--- config.mk ---
export PLATFORM = sky130hd
export DESIGN_NAME = serial_add_ctrl
export DESIGN_NICKNAME = d
export VERILOG_FILES = /design/src/rtl/serial_add_pkg.sv /design/src/rtl/add4_slice.sv /design/src/rtl/serial_add_ctrl.sv
export SDC_FILE = /design/constraint.sdc
export NUM_CORES = 1
export LEC_CHECK = 0
export ABC_AREA = 1
export CORE_MARGIN = 4
export CORE_UTILIZATION = 36
export CTS_BUF_LIST = sky130_fd_sc_hd__clkbuf_8 sky130_fd_sc_hd__clkbuf_16
export DETAILED_ROUTE_END_ITERATION = 10
export PLACE_DENSITY_LB_ADDON = 0.15
export SLEW_MARGIN = 20
export SYNTH_ARGS = -nofsm -noshare
export SYNTH_HDL_FRONTEND = slang
export SYNTH_HIERARCHICAL = 1
export SYNTH_SLANG_ARGS = --single-unit
--- constraint.sdc ---
create_clock -name clk -period 1.95 [get_ports clk]
set_input_delay 0.39 -clock clk [delete_from_list [all_inputs] [get_ports clk]]
set_output_delay 0.39 -clock clk [all_outputs]
set_load 0.01 [all_outputs]
--- src/rtl/serial_add_pkg.sv ---
// Shared types and helpers for the nibble-serial add/subtract sequencer.
package serial_add_pkg;

    localparam int SLICE_W = 4;

    typedef enum logic [1:0] {
        IDLE = 2'd0,
        RUN  = 2'd1,
        DONE = 2'd2
    } state_t;

    // Width of the nibble counter; never narrower than one bit.
    function automatic int cnt_width(input int nslice);
        return (nslice <= 1) ? 1 : $clog2(nslice);
    endfunction

endpackage

--- src/rtl/add4_slice.sv ---
// Purely combinational 4-bit ripple-carry adder slice.
module add4_slice
    import serial_add_pkg::*;
(
    input  logic [SLICE_W-1:0] x,
    input  logic [SLICE_W-1:0] y,
    input  logic               ci,
    output logic [SLICE_W-1:0] s,
    output logic               co
);

    logic [SLICE_W:0] c;

    always_comb begin
        c    = '0;
        s    = '0;
        c[0] = ci;
        for (int i = 0; i < SLICE_W; i++) begin
            s[i]   = x[i] ^ y[i] ^ c[i];
            c[i+1] = (x[i] & y[i]) | (x[i] & c[i]) | (y[i] & c[i]);
        end
    end

    assign co = c[SLICE_W];

endmodule

--- src/rtl/serial_add_ctrl.sv ---
// WIDTH-bit add/subtract computed one nibble per cycle through a shared 4-bit slice,
// LS nibble first, with valid/ready handshakes on operand and result sides.
module serial_add_ctrl
    import serial_add_pkg::*;
#(
    parameter int WIDTH = 16
) (
    input  logic             clk,
    input  logic             rst,
    input  logic             in_valid,
    output logic             in_ready,
    input  logic [WIDTH-1:0] a,
    input  logic [WIDTH-1:0] b,
    input  logic             cin,
    input  logic             sub,
    output logic             out_valid,
    input  logic             out_ready,
    output logic [WIDTH-1:0] sum,
    output logic             cout
);

    localparam int NSLICE = WIDTH / SLICE_W;
    localparam int CW     = cnt_width(NSLICE);

    state_t                    state_q, state_d;
    logic [WIDTH-1:0]          a_q, a_d;
    logic [WIDTH-1:0]          b_q, b_d;
    logic [WIDTH-1:0]          res_q, res_d;
    logic [CW-1:0]             cnt_q, cnt_d;
    logic                      carry_q, carry_d;
    logic                      cout_q, cout_d;

    logic [SLICE_W-1:0]        slice_s;
    logic                      slice_co;
    logic [WIDTH+SLICE_W-1:0]  res_cat;
    logic                      accept;
    logic                      last_nib;

    add4_slice u_slice (
        .x  (a_q[SLICE_W-1:0]),
        .y  (b_q[SLICE_W-1:0]),
        .ci (carry_q),
        .s  (slice_s),
        .co (slice_co)
    );

    assign accept   = (state_q == IDLE) && in_valid;
    assign last_nib = (cnt_q == CW'(NSLICE - 1));
    assign res_cat  = {slice_s, res_q};

    always_ff @(posedge clk or posedge rst) begin
        if (rst) begin
            state_q <= IDLE;
            a_q     <= '0;
            b_q     <= '0;
            res_q   <= '0;
            cnt_q   <= '0;
            carry_q <= 1'b0;
            cout_q  <= 1'b0;
        end else begin
            state_q <= state_d;
            a_q     <= a_d;
            b_q     <= b_d;
            res_q   <= res_d;
            cnt_q   <= cnt_d;
            carry_q <= carry_d;
            cout_q  <= cout_d;
        end
    end

    always_comb begin
        state_d = state_q;
        case (state_q)
            IDLE:    if (in_valid)  state_d = RUN;
            RUN:     if (last_nib)  state_d = DONE;
            DONE:    if (out_ready) state_d = IDLE;
            default:                state_d = IDLE;
        endcase
    end

    // Datapath next-state: subtraction is a + ~b + 1, folded in at capture.
    always_comb begin
        a_d     = a_q;
        b_d     = b_q;
        res_d   = res_q;
        cnt_d   = cnt_q;
        carry_d = carry_q;
        cout_d  = cout_q;
        if (accept) begin
            a_d     = a;
            b_d     = sub ? ~b : b;
            carry_d = sub ? 1'b1 : cin;
            cnt_d   = '0;
            res_d   = '0;
        end else if (state_q == RUN) begin
            a_d     = a_q >> SLICE_W;
            b_d     = b_q >> SLICE_W;
            res_d   = res_cat[WIDTH+SLICE_W-1:SLICE_W];
            carry_d = slice_co;
            cnt_d   = cnt_q + CW'(1);
            if (last_nib) cout_d = slice_co;
        end
    end

    always_comb begin
        in_ready  = (state_q == IDLE);
        out_valid = (state_q == DONE);
        sum       = res_q;
        cout      = cout_q;
    end

endmodule

-- Word level (Yosys, flattened, before mapping)
Index checks and enable logic that the tools add are counted.
- equality and inequality tests: 6
- bitwise operators: 30
- add/subtract/negate cells: 1
- mux-type cells: 16
- reductions and logical operators: 5
- operators by type and width (kind ; count):
    $mux W16 ; 7
    $not A16 Y16 ; 1
    $and A1 B1 Y1 ; 12
    $mux W2 ; 5
    $or A1 B1 Y1 ; 8
    $xor A1 B1 Y1 ; 8
    $pmux W2 S3 ; 1
    $reduce_and A3 Y1 ; 2
    $eq A2 B2 Y1 const B ; 2
    $ne A2 B2 Y1 const B ; 2
    $mux W1 ; 3
    $add A2 B1 Y2 const B ; 1
    $eq A2 B1 Y1 const B ; 1
    $logic_not A2 Y1 ; 1
    $ne A2 B1 Y1 const B ; 1
    $reduce_bool A2 Y1 ; 1
    $logic_and A1 B1 Y1 ; 1
    $not A1 Y1 ; 1
- output and inout port bits: 19
- logic and storage cells: 65
- flip-flop bits (word level): 54

-- Depth between registers and ports, before layout
Gate-level depths: netlist of run 1.
- depth in word-level cells: 14
- mapped depth: 10
- depth with buffers taken out: 10

-- Cells and area by module
Netlist of run 1, hierarchy kept.
- by module, submodules not included (module ; times used ; cells an instance ; area each (um^2)):
    serial_add_ctrl ; 1 ; 323 ; 2523.7
    add4_slice ; 1 ; 14 ; 117.6

-- Least setup slack after synthesis of run 1
Ideal clock, no wire load.
- kind: register to register
- start: reg b_q[0]
- end: reg res_q[15] (netlist: sum[15])
- path slack: -0.070 ns
- stages on the path, launching flop included: 11
- setup time: 0.065 ns
- path buffers: 0
- arrival time: 1.955 ns
- required time: 1.885 ns
- path through: dfrtp_1 > inv_1 > fa_1 > inv_1 > fa_1 > fa_1 > inv_1 > fa_1 > inv_1 > nand2_1 > nand2_1
- word-level cells in the longest chain between the ends: 12
- elaborated cells on any way between the ends: 15
- those cells by class: mux (2); bitwise (13)
- RTL lines (item ; line ; source):
    start, declared ; serial_add_ctrl.sv:27 ; logic [WIDTH-1:0] b_q, b_d;
    start signal, assigned ; serial_add_ctrl.sv:55 ; b_q <= '0;
    start signal, assigned ; serial_add_ctrl.sv:63 ; b_q <= b_d;
    $and A1 B1 Y1 ; add4_slice.sv:20 ; c[i+1] = (x[i] & y[i]) | (x[i] & c[i]) | (y[i] & c[i]);
    $or A1 B1 Y1 ; add4_slice.sv:20 ;
    $or A1 B1 Y1 (*) ; add4_slice.sv:20 ;
    $and A1 B1 Y1 ; add4_slice.sv:20 ;
    $or A1 B1 Y1 ; add4_slice.sv:20 ;
    $or A1 B1 Y1 (*) ; add4_slice.sv:20 ;
    $and A1 B1 Y1 ; add4_slice.sv:20 ;
    $or A1 B1 Y1 ; add4_slice.sv:20 ;
    $or A1 B1 Y1 (*) ; add4_slice.sv:20 ;
    $xor A1 B1 Y1 (*) ; add4_slice.sv:19 ; s[i] = x[i] ^ y[i] ^ c[i];
    net slice_s[3] ; serial_add_ctrl.sv:33 ; logic [SLICE_W-1:0] slice_s;
    $mux W16 (*) ; serial_add_ctrl.sv:95 ; end else if (state_q == RUN) begin
    $mux W16 (*) ; serial_add_ctrl.sv:89 ; if (accept) begin
    end signal, assigned ; serial_add_ctrl.sv:64 ; res_q <= res_d;
    end, declared ; serial_add_ctrl.sv:28 ; logic [WIDTH-1:0] res_q, res_d;
Mark *: on every way through the listed nets, which the timed path passes. The rest lies on a longest branch. The select of a mux whose other input is x is not followed.
A chain may end at the register's enable or synchronous reset.

-- Final worst setup path of run 1
Ends and elaborated chain as after synthesis.

==> out/metrics.cfg, run 1 <==
[placement]
pre_cts_ws_ps=-66.0
dpl.cell_count=483
gp_congestion=0.770
port_buffers=56
place_hpwl_microns=3850

[sta]
fin_ws_ps=-80.9
rsz0062_at_grt=true
period_needed_ps=2030
slew_headroom=0.737
tns_ps=-80.9
max_freq_mhz=492
setup_viol=1
hold_slack_ps=405
tightestPinTransition_ps=393
final_hold_viol_count=0
fin_crit_sh=1.04
finalClockSkew_ps=2.24
finalMaxSlewViolations=0

[setup_path]
critPathLaunch=b_q[0]$_DFFE_PP0P_
r2r-end=sum[15]$_DFFE_PP0P_
critPathBufInv=4
worstPathArrival_ps=2230
rrSetupSlack_ps=-80
r2r-start=b_q[0]$_DFFE_PP0P_
cp_slowest_cell=fa_1
crit_family=adder cells
rr_worst_depth=10
path_max_fanout=2
crit_path_end_kind=flip-flop
path_cells=inv_2 -> fa_1 -> inv_1 -> fa_2 -> fa_2 -> inv_2 -> fa_1 -> inv_1 -> nand2_1 -> nand2_1
worst-setup-path-type=flip-flop to flip-flop
crit_required_ps=2150
crit_end=sum[15]$_DFFE_PP0P_
crit_path_start_kind=flip-flop
path_depth=10
max_stage_delay_ps=470

[finish]
n_antenna_cell=0
layout_common_cells=nand2_1, clkdlybuf4s50_1, dfrtp_1, nand3_1, inv_1
synthToLayoutAreaGrowth_pct=30.8
post-route-util=0.498
layout-drive-gt1-share=0.0854
final_common_cell=nand2_1
instances_no_fill=494
fin_nets=440
fillers=694

[clock_tree]
clk_pin_slew_ps=90
cts_tree=built
cts_sinks=54
clockRootBuffer=clkbuf_8
htree_levels=2
ctsHoldBuffers=0
clock_latency_ps=300
clk_path_buf_depth=2
cts_buffers=5

[yosys]
ys_seq_area_frac=0.512
synthCells=337
synth_area_sq_um=2640
syn-num-nets=380
yosysUniqueCellTypes=20
yosysWarningCount=6
synth.avg_cell_area_sq_um=7.84
synth_top_area_frac=0.512
synth-seq-cells=54
synth_area_leaders=dfrtp_1, nand2_1, nand3_1, inv_1, fa_1
synth_top_area_cell=dfrtp_1

[detailed_routing]
wire_per_inst_microns=11.3
drt_wl_total_microns=5560
ant_nets=0
routed_via_density=4.42
drt-pass1-iter-count=4
via_count=2185
drt_iter0_drc=84
drc=0

[floorplanning]
die_area_sq_um=8770
coreArea_sq_um=6940
rows=30
initial_core_util=0.380
die_x_microns=93.7
io_pins=57
die_h_microns=93.7

[global_route]
antenna_found_initial=0
grt_util_all_layers=0.137
grt_pass1_vias=2078
grt_max_degree=52
gr-total-overflow=0
grt_pass1_wl_microns=9590

[power]
peakVddDrop_uv=422
powerDensity_nw_per_um2=1370
p_leak_uw=0.00180

[status]
violations=negative setup slack
status=finished with violations

[flow_run]
drv_cap=0

[hold_path]
hold_path_class=input pin to async pin

-- state kept, by name (all words and copies together) (netlist names) --
signal   count
carry_q      1
cout         1
b_q         16
state_q      2
cnt_q        2
sum         16
a_q         16
-- stage by stage --
step           instance area (sq um)  power, uW
3_5_place_dp                    3340       4080
5_1_grt                         3460       5180
2_1_floorplan                   2650       3290
4_1_cts                         3450       4770
6_report                        3460       4720
3_3_place_gp                    3340       4050
-- worst min path at each step --
stage | endpoint | slack [ps] | depth (start not counted)
after floorplan | cnt_q[1]$_DFFE_PP0P_ | 450 | 2
after global placement | sum[3]$_DFFE_PP0P_ | 450 | 2
after detailed placement | sum[2]$_DFFE_PP0P_ | 460 | 2
after CTS | sum[7]$_DFFE_PP0P_ | 420 | 2
after global routing | sum[14]$_DFFE_PP0P_ | 430 | 2
final | sum[11]$_DFFE_PP0P_ | 400 | 2
-- Yosys cell counts --
library cell and instances:
nand2_1 184, dfrtp_1 54, inv_1 24, nand3_1 24
o21ai_0 12, buf_2 9, buf_4 5, fa_1 4
xnor2_1 4, inv_2 3, o21ai_1 3, buf_6 2
nor2_4 2, ha_1 1, nand2_4 1, nor2_1 1
o211ai_1 1, o21ai_2 1, o31ai_1 1, xor2_1 1
-- layout make-up --
cell class / count / area, sq um / area share
timing repair buffer: 69 / 696 / 0.201
clock buffer: 6 / 82.6 / 0.0239
sequential: 54 / 1350 / 0.391
inverter: 27 / 101 / 0.0293
multi-input combinational: 240 / 1100 / 0.317
clock inverter: 2 / 8.76 / 0.00253
tap: 96 / 120 / 0.0348
-- cells by family (layout without fill, tap and decap cells) --
family,count (synthesis),count (layout),share of synthesized area
AO/OA/AOI/OAI,18,18,0.0374
XOR/XNOR,5,5,0.0166
adder cells (fa/ha/maj),5,5,0.0351
buffers and inverters,43,104,0.0782
flip-flops,54,54,0.512
AND/OR/NAND/NOR,212,212,0.321
-- power breakdown --
group / total [uW] / switching, uW / internal [uW]
logic: 2190 / 1200 / 996
registers: 1890 / 306 / 1580
clock network: 642 / 359 / 282
-- routing by layer --
metal / vias up / GRT usage / part of all wire
met5: - / 0 / 0
met4: 0 / 0.0397 / 0.011
met3: 5 / 0.0321 / 0.043
met2: 39 / 0.226 / 0.47
met1: 1004 / 0.179 / 0.47
li1: 1137 / - / -
-- timing repair --
| item | 4_1_cts | 5_1_grt |
|---|---|---|
| cloned | 0 | 0 |
| buffers inserted | 2 | 1 |
| pin swaps | 0 | 0 |
| resized for setup | 3 | 1 |
| endpoints found under the setup margin | 1 | 4 |
(Power assumes the default switching activity.)
==> inputs of run 2 (changes only) <==
DONT_BUFFER_PORTS = 1   (was default)
GPL_TIMING_DRIVEN = 0   (was default)
SYNTH_HIERARCHICAL = default   (was 1)
==> out/metrics.cfg, run 2 <==
[status]
status=finished with violations  ; unchanged
violations=negative setup slack  ; unchanged

[yosys]
yosysUniqueCellTypes=18  ; was 20
synth_top_area_cell=dfrtp_1  ; unchanged
yosys_most_used_dff=dfrtp_1  ; unchanged
yosys.area_share.adder=0.0349  ; was 0.0351
synth.most_common_cell=nand2_1  ; unchanged
synth_top_family_by_area=simple AND/OR/NAND/NOR gates  ; unchanged
synth.avg_cell_area_sq_um=7.56  ; was 7.84 sq um
synthCells=351  ; was 337
synth_xor_area_frac=0.0132  ; was 0.0166
yosys.area_share.simple=0.345  ; was 0.321
syn-num-nets=394  ; was 380
synth_top_area_frac=0.509  ; was 0.512
synth-edff-count=0  ; unchanged
ys_seq_area_frac=0.509  ; was 0.512
synth_commonest_cells=nand2_1, dfrtp_1, nand3_1, inv_1, buf_2  ; was nand2_1, dfrtp_1, inv_1, nand3_1, o21ai_0
synth_compound_area_frac=0.0231  ; was 0.0374
yosysWarningCount=0  ; was 6
synth_area_leaders=dfrtp_1, nand2_1, nand3_1, inv_1, fa_1  ; unchanged
async_reset_ff_frac=1.00  ; unchanged
synth_area_sq_um=2650  ; was 2640 sq um
muxShareOfSynthArea=0  ; unchanged
synth-seq-cells=54  ; unchanged

[floorplanning]
initial_core_util=0.368  ; was 0.380
die_area_sq_um=8810  ; was 8770 sq um
coreArea_sq_um=7210  ; was 6940 sq um
die_h_microns=93.9  ; was 93.7 microns
rows=31  ; was 30
io_pins=57  ; unchanged
die_x_microns=93.9  ; was 93.7 microns

[setup_path]
worst-setup-path-type=flip-flop to flip-flop  ; unchanged
r2r-start=carry_q$_DFFE_PP0P_  ; was b_q[0]$_DFFE_PP0P_
critPathLaunch=carry_q$_DFFE_PP0P_  ; was b_q[0]$_DFFE_PP0P_
crit_required_ps=2150  ; about the same
worstPathArrival_ps=2360  ; was 2230 ps
crit_path_end_kind=flip-flop  ; unchanged
crit_path_start_kind=flip-flop  ; unchanged
path_max_fanout=2  ; unchanged

[sta]
fin_crit_sh=1.11  ; was 1.04
final_hold_viol_count=0  ; unchanged
tns_ps=-210  ; was -80.9 ps
finalMaxSlewViolations=0  ; unchanged
setup_viol=1  ; unchanged
slew_headroom=0.547  ; was 0.737
tightestPinTransition_ps=680  ; was 393 ps
rsz0062_at_grt=true  ; unchanged
period_needed_ps=2160  ; was 2030 ps
finalClockSkew_ps=8.68  ; was 2.24 ps
fin_ws_ps=-210  ; was -80.9 ps
max_freq_mhz=463  ; was 492 MHz

[detailed_routing]
drt_iter0_drc=78  ; was 84
drt-pass1-iter-count=4  ; unchanged
drt_wl_total_microns=5880  ; was 5560 microns
ant_nets=0  ; unchanged
via_count=2072  ; was 2185
routed_via_density=4.52  ; was 4.42
drc=0  ; unchanged
wire_per_inst_microns=12.8  ; was 11.3 microns

[finish]
layout_common_cells=nand2_1, dfrtp_1, nand3_1, inv_1, buf_2  ; was nand2_1, clkdlybuf4s50_1, dfrtp_1, nand3_1, inv_1
post-route-util=0.402  ; was 0.498
final_common_cell=nand2_1  ; unchanged
instances_no_fill=458  ; was 494
synthToLayoutAreaGrowth_pct=9.19  ; was 30.8%
layout-drive-gt1-share=0.114  ; was 0.0854
fin_nets=401  ; was 440
n_antenna_cell=0  ; unchanged

[flow_run]
drv_cap=0  ; unchanged

[clock_tree]
htree_levels=2  ; unchanged
ctsHoldBuffers=0  ; unchanged
cts_sinks=54  ; unchanged
clk_path_buf_depth=2  ; unchanged
clock_latency_ps=310  ; was 300 ps
clk_pin_slew_ps=90  ; about the same
cts_tree=built  ; unchanged
post_cts_buffers=0  ; was 2
cts_buffers=5  ; unchanged
clockRootBuffer=clkbuf_8  ; unchanged

[placement]
gp_congestion=0.761  ; was 0.770
place_hpwl_microns=4250  ; was 3850 microns
pre_cts_ws_ps=-229  ; was -66.0 ps
port_buffers=0  ; was 56
dpl.cell_count=450  ; was 483

[global_route]
antenna_found_initial=0  ; unchanged
grt_max_degree=55  ; was 52
grt_util_all_layers=0.145  ; was 0.137
gr-total-overflow=0  ; unchanged
grt_pass1_wl_microns=9940  ; was 9590 microns
grt_pass1_vias=2087  ; was 2078

[power]
p_leak_uw=0.00159  ; was 0.00180 uW
peakVddDrop_uv=412  ; was 422 uV
powerDensity_nw_per_um2=1530  ; was 1370 nW/um^2

[hold_path]
hold_path_class=input pin to async pin  ; unchanged

## run 2: worst max-delay path: stages, from the launching register on
cell and delay, ps:
dfrtp_1 380, inv_2 50, fa_2 380, fa_2 340
fa_2 340, inv_2 60, fa_1 390, nand2_1 80
nand2_1 50
## run 2: path summary, 6_finish.rpt
path	slack, ps	cells past startpoint	end
worst max register to register	-210	8	sum[15]$_DFFE_PP0P_
worst max-delay path	-210	8	sum[15]$_DFFE_PP0P_
max in group asynchronous	1440	1	a_q[2]$_DFFE_PP0P_
min in group clk	160	1	state_q[1]$_DFFE_PP0P_
worst min-delay path	50	1	sum[2]$_DFFE_PP0P_
worst min register to register	480	1	cnt_q[0]$_DFFE_PP0P_
## run 2: per-layer routing
metal / track usage / part of all wire / vias up / routed length [microns]
met5: 0 / 0 / - / 0
li1: - / - / 1068 / -
met3: 0.0465 / 0.063 / 5 / 370
met1: 0.186 / 0.47 / 956 / 2780
met4: 0.0433 / 0.012 / 0 / 70
met2: 0.232 / 0.45 / 43 / 2660
## run 2: cells by family (layout without fill, tap and decap cells)
group	Yosys count	in the layout
AND/OR/NAND/NOR	233	233
flip-flops	54	54
buffers and inverters	44	52
AO/OA/AOI/OAI	11	11
adder cells (fa/ha/maj)	5	5
XOR/XNOR	4	4
## run 2: power breakdown
part / switching, uW / internal (uW) / total, uW
clock network: 366 / 359 / 726
registers: 362 / 1590 / 1950
logic: 1110 / 638 / 1750
total: 1840 / 2580 / 4420
## run 2: layout make-up
type	instances	area (sq um)
fill	769	4320
sequential	54	1350
multi-input combinational	253	1110
tap	99	124
clock buffer	8	110
buffer	18	101
inverter	26	100
## run 2: what timing repair did
action                                  in CTS  in global routing
endpoints found under the setup margin       3                  3
pin swaps                                    1                  0
resized for setup                            0                  1
## run 2: per-stage QoR
stage	hold slack [ps]	power, uW	cell area (sq um)
2_1_floorplan	446	3290	2660
3_3_place_gp	463	3750	2790
3_5_place_dp	420	3780	2790
4_1_cts	80.0	4510	2900
5_1_grt	99.0	4870	2900
6_report	54.2	4420	2900
==> inputs of run 3 (changes only) <==
CORE_MARGIN = 2   (was 4)
==> out/metrics.cfg, run 3 (synthesized netlist as in run 2, its figures left out) <==
[setup_path]
crit_path_end_kind=flip-flop  ; unchanged
crit_required_ps=2150  ; about the same
crit_path_start_kind=flip-flop  ; unchanged
worstPathArrival_ps=2350  ; was 2360 ps
path_max_fanout=2  ; unchanged
worst-setup-path-type=flip-flop to flip-flop  ; unchanged

[sta]
finalMaxSlewViolations=0  ; unchanged
fin_crit_sh=1.10  ; was 1.11
tightestPinTransition_ps=664  ; was 680 ps
final_hold_viol_count=0  ; unchanged
finalClockSkew_ps=15.4  ; was 8.68 ps
tns_ps=-202  ; was -210 ps
fin_ws_ps=-202  ; was -210 ps
period_needed_ps=2150  ; was 2160 ps
rsz0062_at_grt=true  ; unchanged
max_freq_mhz=465  ; was 463 MHz
setup_viol=1  ; unchanged
slew_headroom=0.557  ; was 0.547

[detailed_routing]
drt_wl_total_microns=5750  ; was 5880 microns
wire_per_inst_microns=12.5  ; was 12.8 microns
via_count=2069  ; was 2072
drt-pass1-iter-count=6  ; was 4
routed_via_density=4.51  ; was 4.52
drc=0  ; unchanged
ant_nets=0  ; unchanged
drt_iter0_drc=76  ; was 78

[floorplanning]
initial_core_util=0.368  ; unchanged
die_x_microns=89.9  ; was 93.9 microns
rows=31  ; unchanged
die_area_sq_um=8070  ; was 8810 sq um
coreArea_sq_um=7210  ; unchanged
die_h_microns=89.9  ; was 93.9 microns
io_pins=57  ; unchanged

[global_route]
grt_max_degree=55  ; unchanged
antenna_found_initial=0  ; unchanged
grt_pass1_wl_microns=9850  ; was 9940 microns
grt_pass1_vias=2081  ; was 2087
gr-total-overflow=0  ; unchanged
grt_util_all_layers=0.152  ; was 0.145

[finish]
instances_no_fill=459  ; was 458
synthToLayoutAreaGrowth_pct=10.5  ; was 9.19%
final_area_sq_um=2930  ; was 2900 sq um
layout-drive-gt1-share=0.114  ; about the same
n_antenna_cell=0  ; unchanged
layout_common_cells=nand2_1, dfrtp_1, nand3_1, inv_1, buf_2  ; unchanged
fin_nets=402  ; was 401
post-route-util=0.407  ; was 0.402
final_common_cell=nand2_1  ; unchanged

[placement]
port_buffers=0  ; unchanged
placed_area_sq_um=2790  ; unchanged
gp_congestion=0.745  ; was 0.761
place_hpwl_microns=4170  ; was 4250 microns
dpl.cell_count=450  ; unchanged

[clock_tree]
clk_pin_slew_ps=110  ; was 90 ps
clk_path_buf_depth=2  ; unchanged
clockRootBuffer=clkbuf_8  ; unchanged
cts_tree=built  ; unchanged
cts_buffers=5  ; unchanged
clock_latency_ps=310  ; about the same
cts_sinks=54  ; unchanged
htree_levels=2  ; unchanged

[hold_path]
hold_path_class=input pin to async pin  ; unchanged

[power]
peakVddDrop_uv=455  ; was 412 uV
power_uw=4620  ; was 4420 uW
powerDensity_nw_per_um2=1580  ; was 1530 nW/um^2
p_leak_uw=0.00161  ; was 0.00159 uW

[status]
status=finished with violations  ; unchanged
violations=negative setup slack  ; unchanged

[flow_run]
drv_cap=0  ; unchanged

## run 3: changes by cell type in the layout (fill, tap and decap cells not counted)
cell       previous run  this run
clkbuf_8              8         5
bufinv_16             0         2
buf_4                 2         3
clkinv_4              0         1
inv_1                18        19
inv_2                 7         6
## run 3: power by group
group,switching (uW),total [uW],internal (uW)
sequential,357,1940,1590
combinational,1120,1780,657
clock,385,900,515
total,1870,4620,2760
## run 3: final timing paths
path	start	to	slack [ps]	cells after the start
hold reg to reg	cnt_q[0]$_DFFE_PP0P_	cnt_q[0]$_DFFE_PP0P_	490	1
hold / removal	rst	a_q[2]$_DFFE_PP0P_	50	1
setup reg to reg	carry_q$_DFFE_PP0P_	sum[15]$_DFFE_PP0P_	-200	8
min in group clk	out_ready	state_q[1]$_DFFE_PP0P_	160	1
setup / recovery	carry_q$_DFFE_PP0P_	sum[15]$_DFFE_PP0P_	-200	8
max in group asynchronous	rst	carry_q$_DFFE_PP0P_	1470	1
## run 3: layout make-up
| cell class | instances | area, sq um |
|---|---|---|
| Buffer | 18 | 101 |
| Clock buffer | 5 | 68.8 |
| Clock inverter | 3 | 68.8 |
| Fill cell | 808 | 4280 |
| Inverter | 26 | 100 |
| Multi-Input combinational cell | 253 | 1110 |
| Sequential cell | 54 | 1350 |
| Tap cell | 99 | 124 |
| Timing Repair Buffer | 1 | 7.51 |
## run 3: layer usage
metal,global-route usage,vias up,share of wire
met5,0,-,0
met4,0.0500,0,0.012
met3,0.0461,5,0.071
met2,0.258,50,0.47
met1,0.187,943,0.44
li1,-,1071,-
## run 3: critical path, stage by stage, from the launching register on
cell     delay, ps
dfrtp_1        370
inv_2           50
fa_2           380
fa_2           350
fa_2           340
inv_2           60
fa_1           400
nand2_1         80
nand2_1         50
## run 3: what timing repair did
action                                  4_1_cts  5_1_grt
endpoints found under the setup margin        3        3
setup buffers                                 1        0
hold endpoints to repair                      0        0
hold buffers                                  0        0
pin swaps                                     1        0
gates resized for setup                       0        0
## run 3: per-stage QoR
step           hold slack [ps]  setup slack, ps
2_1_floorplan              446             -173
5_1_grt                    112             -299
3_5_place_dp               417             -241
3_3_place_gp               463             -449
4_1_cts                   77.0             -214
6_report                  46.6             -202
==> variant: new RTL, flow settings as in run 2 <==
Re-encode `state_t` (3 states) as one-hot, 3 bits wide.
--- a/src/rtl/serial_add_pkg.sv
+++ b/src/rtl/serial_add_pkg.sv
@@ -5,6 +5,6 @@
 
-    typedef enum logic [1:0] {
-        IDLE = 2'd0,
-        RUN  = 2'd1,
-        DONE = 2'd2
+    typedef enum logic [2:0] {
+        IDLE = 3'b001,
+        RUN  = 3'b010,
+        DONE = 3'b100
     } state_t;
Formal check against the unedited RTL: same outputs for any inputs over 10 cycles, from zero or initial values and one cycle with rst high; not proved beyond that.
==> variant against run 2 <==
Sequential cell count up 1; synthesized area rose by 9.6%; setup slack worse by 13 ps; via count is 15% higher; largest power group is now combinational logic; design area up 9.7%; critical path depth is the same; combinational power rose by 15%; the flow still finishes with violations (negative setup slack); power grew 8.4%; maximum frequency fell by 0.60%; critical path type unchanged; count of clock-buffer cells in the layout down 3; wire length rose by 19%.
==> variant: results (changes against run 2) <==
outcome finished, violations left (unchanged); failing checks negative setup slack (unchanged); post-DP HPWL 5170 um (was 4250 um); clock-pin slew on the worst setup and hold paths 110 ps (was 90 ps); Cells after DPL 471 (was 450); Clock buf/inv share 3.35% (was 3.80%); synth unique cells 26 (was 18); Reg-to-Reg Start carry_q (unchanged); post-route worst setup slack -223 ps (was -210 ps); Synth Instances 369 (was 351); area delta synth->final 9.25% (was 9.19%); GP Congestion 0.775 (was 0.761); first-pass GRT wire length 11,900 um (was 9940 um); syn nets 412 (was 394); Non-clk invs 29 (was 26); Worst VDD drop 0.000557 V (was 0.000412 V); skew final 9.65 ps (was 8.68 ps); Tot GR Track Use 15.3% (was 14.5%); Yosys reg bits 55 (was 54); Slew headroom 53.4% (was 54.7%); WL final 7020 um (was 5880 um); vias in the first global route 2,326 (was 2,087); placed cell area 3050 sq um (was 2790 sq um); Finish-stage setup viols 2 (was 1); fraction of standard cell area in multi-input logic 39.7% (was 38.3%); Post-CTS Hold Fix Bufs 0 (unchanged); r2r worst-path depth 8 (unchanged); P_leak 0.00169 uW (was 0.00159 uW); FFs w/ async S/R, synth 100% (unchanged); crit path DAT 2390 ps (was 2360 ps); IO buf count 0 (unchanged); wire per inst 14.6 um (was 12.8 um); Signal buffers 28 (was 18); sequential cell area share 43.3% (was 46.6%); H-Tree Depth 2 (unchanged); final hold slack 58.7 ps (was 54.2 ps); number of clock buffers in the layout 5 (was 8); synth cell count leaders nand2_1, nand3_1, dfrtp_1 (was nand2_1, dfrtp_1, nand3_1); Filler cells 834 (was 769); multi-input gates 260 (was 253); share of layout cells above drive strength 1 12.9% (was 11.4%); Layout non-clock buf frac 6.10% (was 3.50%); sequential fraction of the synthesis area 47.4% (was 50.9%); largest net degree at the start of global routing 56 (was 55); DR iter-0 viols 81 (was 78)
## variant: cell count changes in the layout (fill, tap and decap cells not counted), moves of 2 or more
| cell | change |
|---|---|
| nand3_1 | +76 |
| clkbuf_1 | +2 |
| inv_1 | +4 |
| o21ai_1 | -2 |
| buf_2 | -2 |
| buf_6 | +6 |
| nand3b_1 | +2 |
| buf_4 | +3 |
| nand2_1 | -73 |
| clkbuf_8 | -3 |
## variant: metrics by stage
step	setup WS, ps	setup TNS, ps
floorplan	-174	-174
global placement	-543	-29560
detailed placement	-273	-368
CTS	-250	-331
global route	-316	-588
finish	-223	-303
## variant: worst max-delay path by stage
stage	start	to	slack, ps	cells past startpoint
floorplan	carry_q	sum[15]	-170	8
global placement	rst	a_q[4]	-540	1
detailed placement	carry_q	sum[15]	-270	8
CTS	carry_q	sum[15]	-250	8
global route	carry_q	sum[15]	-320	8
finish	carry_q	sum[15]	-220	8
## variant: what timing repair did
item / CTS / global route
endpoints found under the setup margin: 4 / 3
pin swaps: 2 / 1
gates resized for setup: 1 / 0
cloned: 0 / 0
buffers inserted: 2 / 1
## variant: power breakdown
group	internal [uW]	switching, uW
combinational	799	1220
clock	376	392
sequential	1630	371
## variant: per-layer routing
layer  GRT usage (%)  share of wire [%]
met5               0                  0
met4            3.19               0.93
met3            5.14                6.9
met2            23.6                 46
met1            21.0                 47
## variant: logic make-up (layout without fill, tap and decap cells)
family,after synthesis,count (layout),share of synthesized area [%]
flops,55,55,47.4
compound gates,9,9,1.63
buf+inv,54,64,9.55
simple gates,242,242,37.1
xor+xnor,4,4,1.20
fa+ha+maj,5,5,3.18
## variant: worst max-delay path: stages (launching register included)
cell and delay (ps):
dfrtp_1 370, inv_2 50, fa_2 380, fa_2 350, fa_2 340, inv_2 60
fa_1 410, nand2_1 70, nand2_1 50
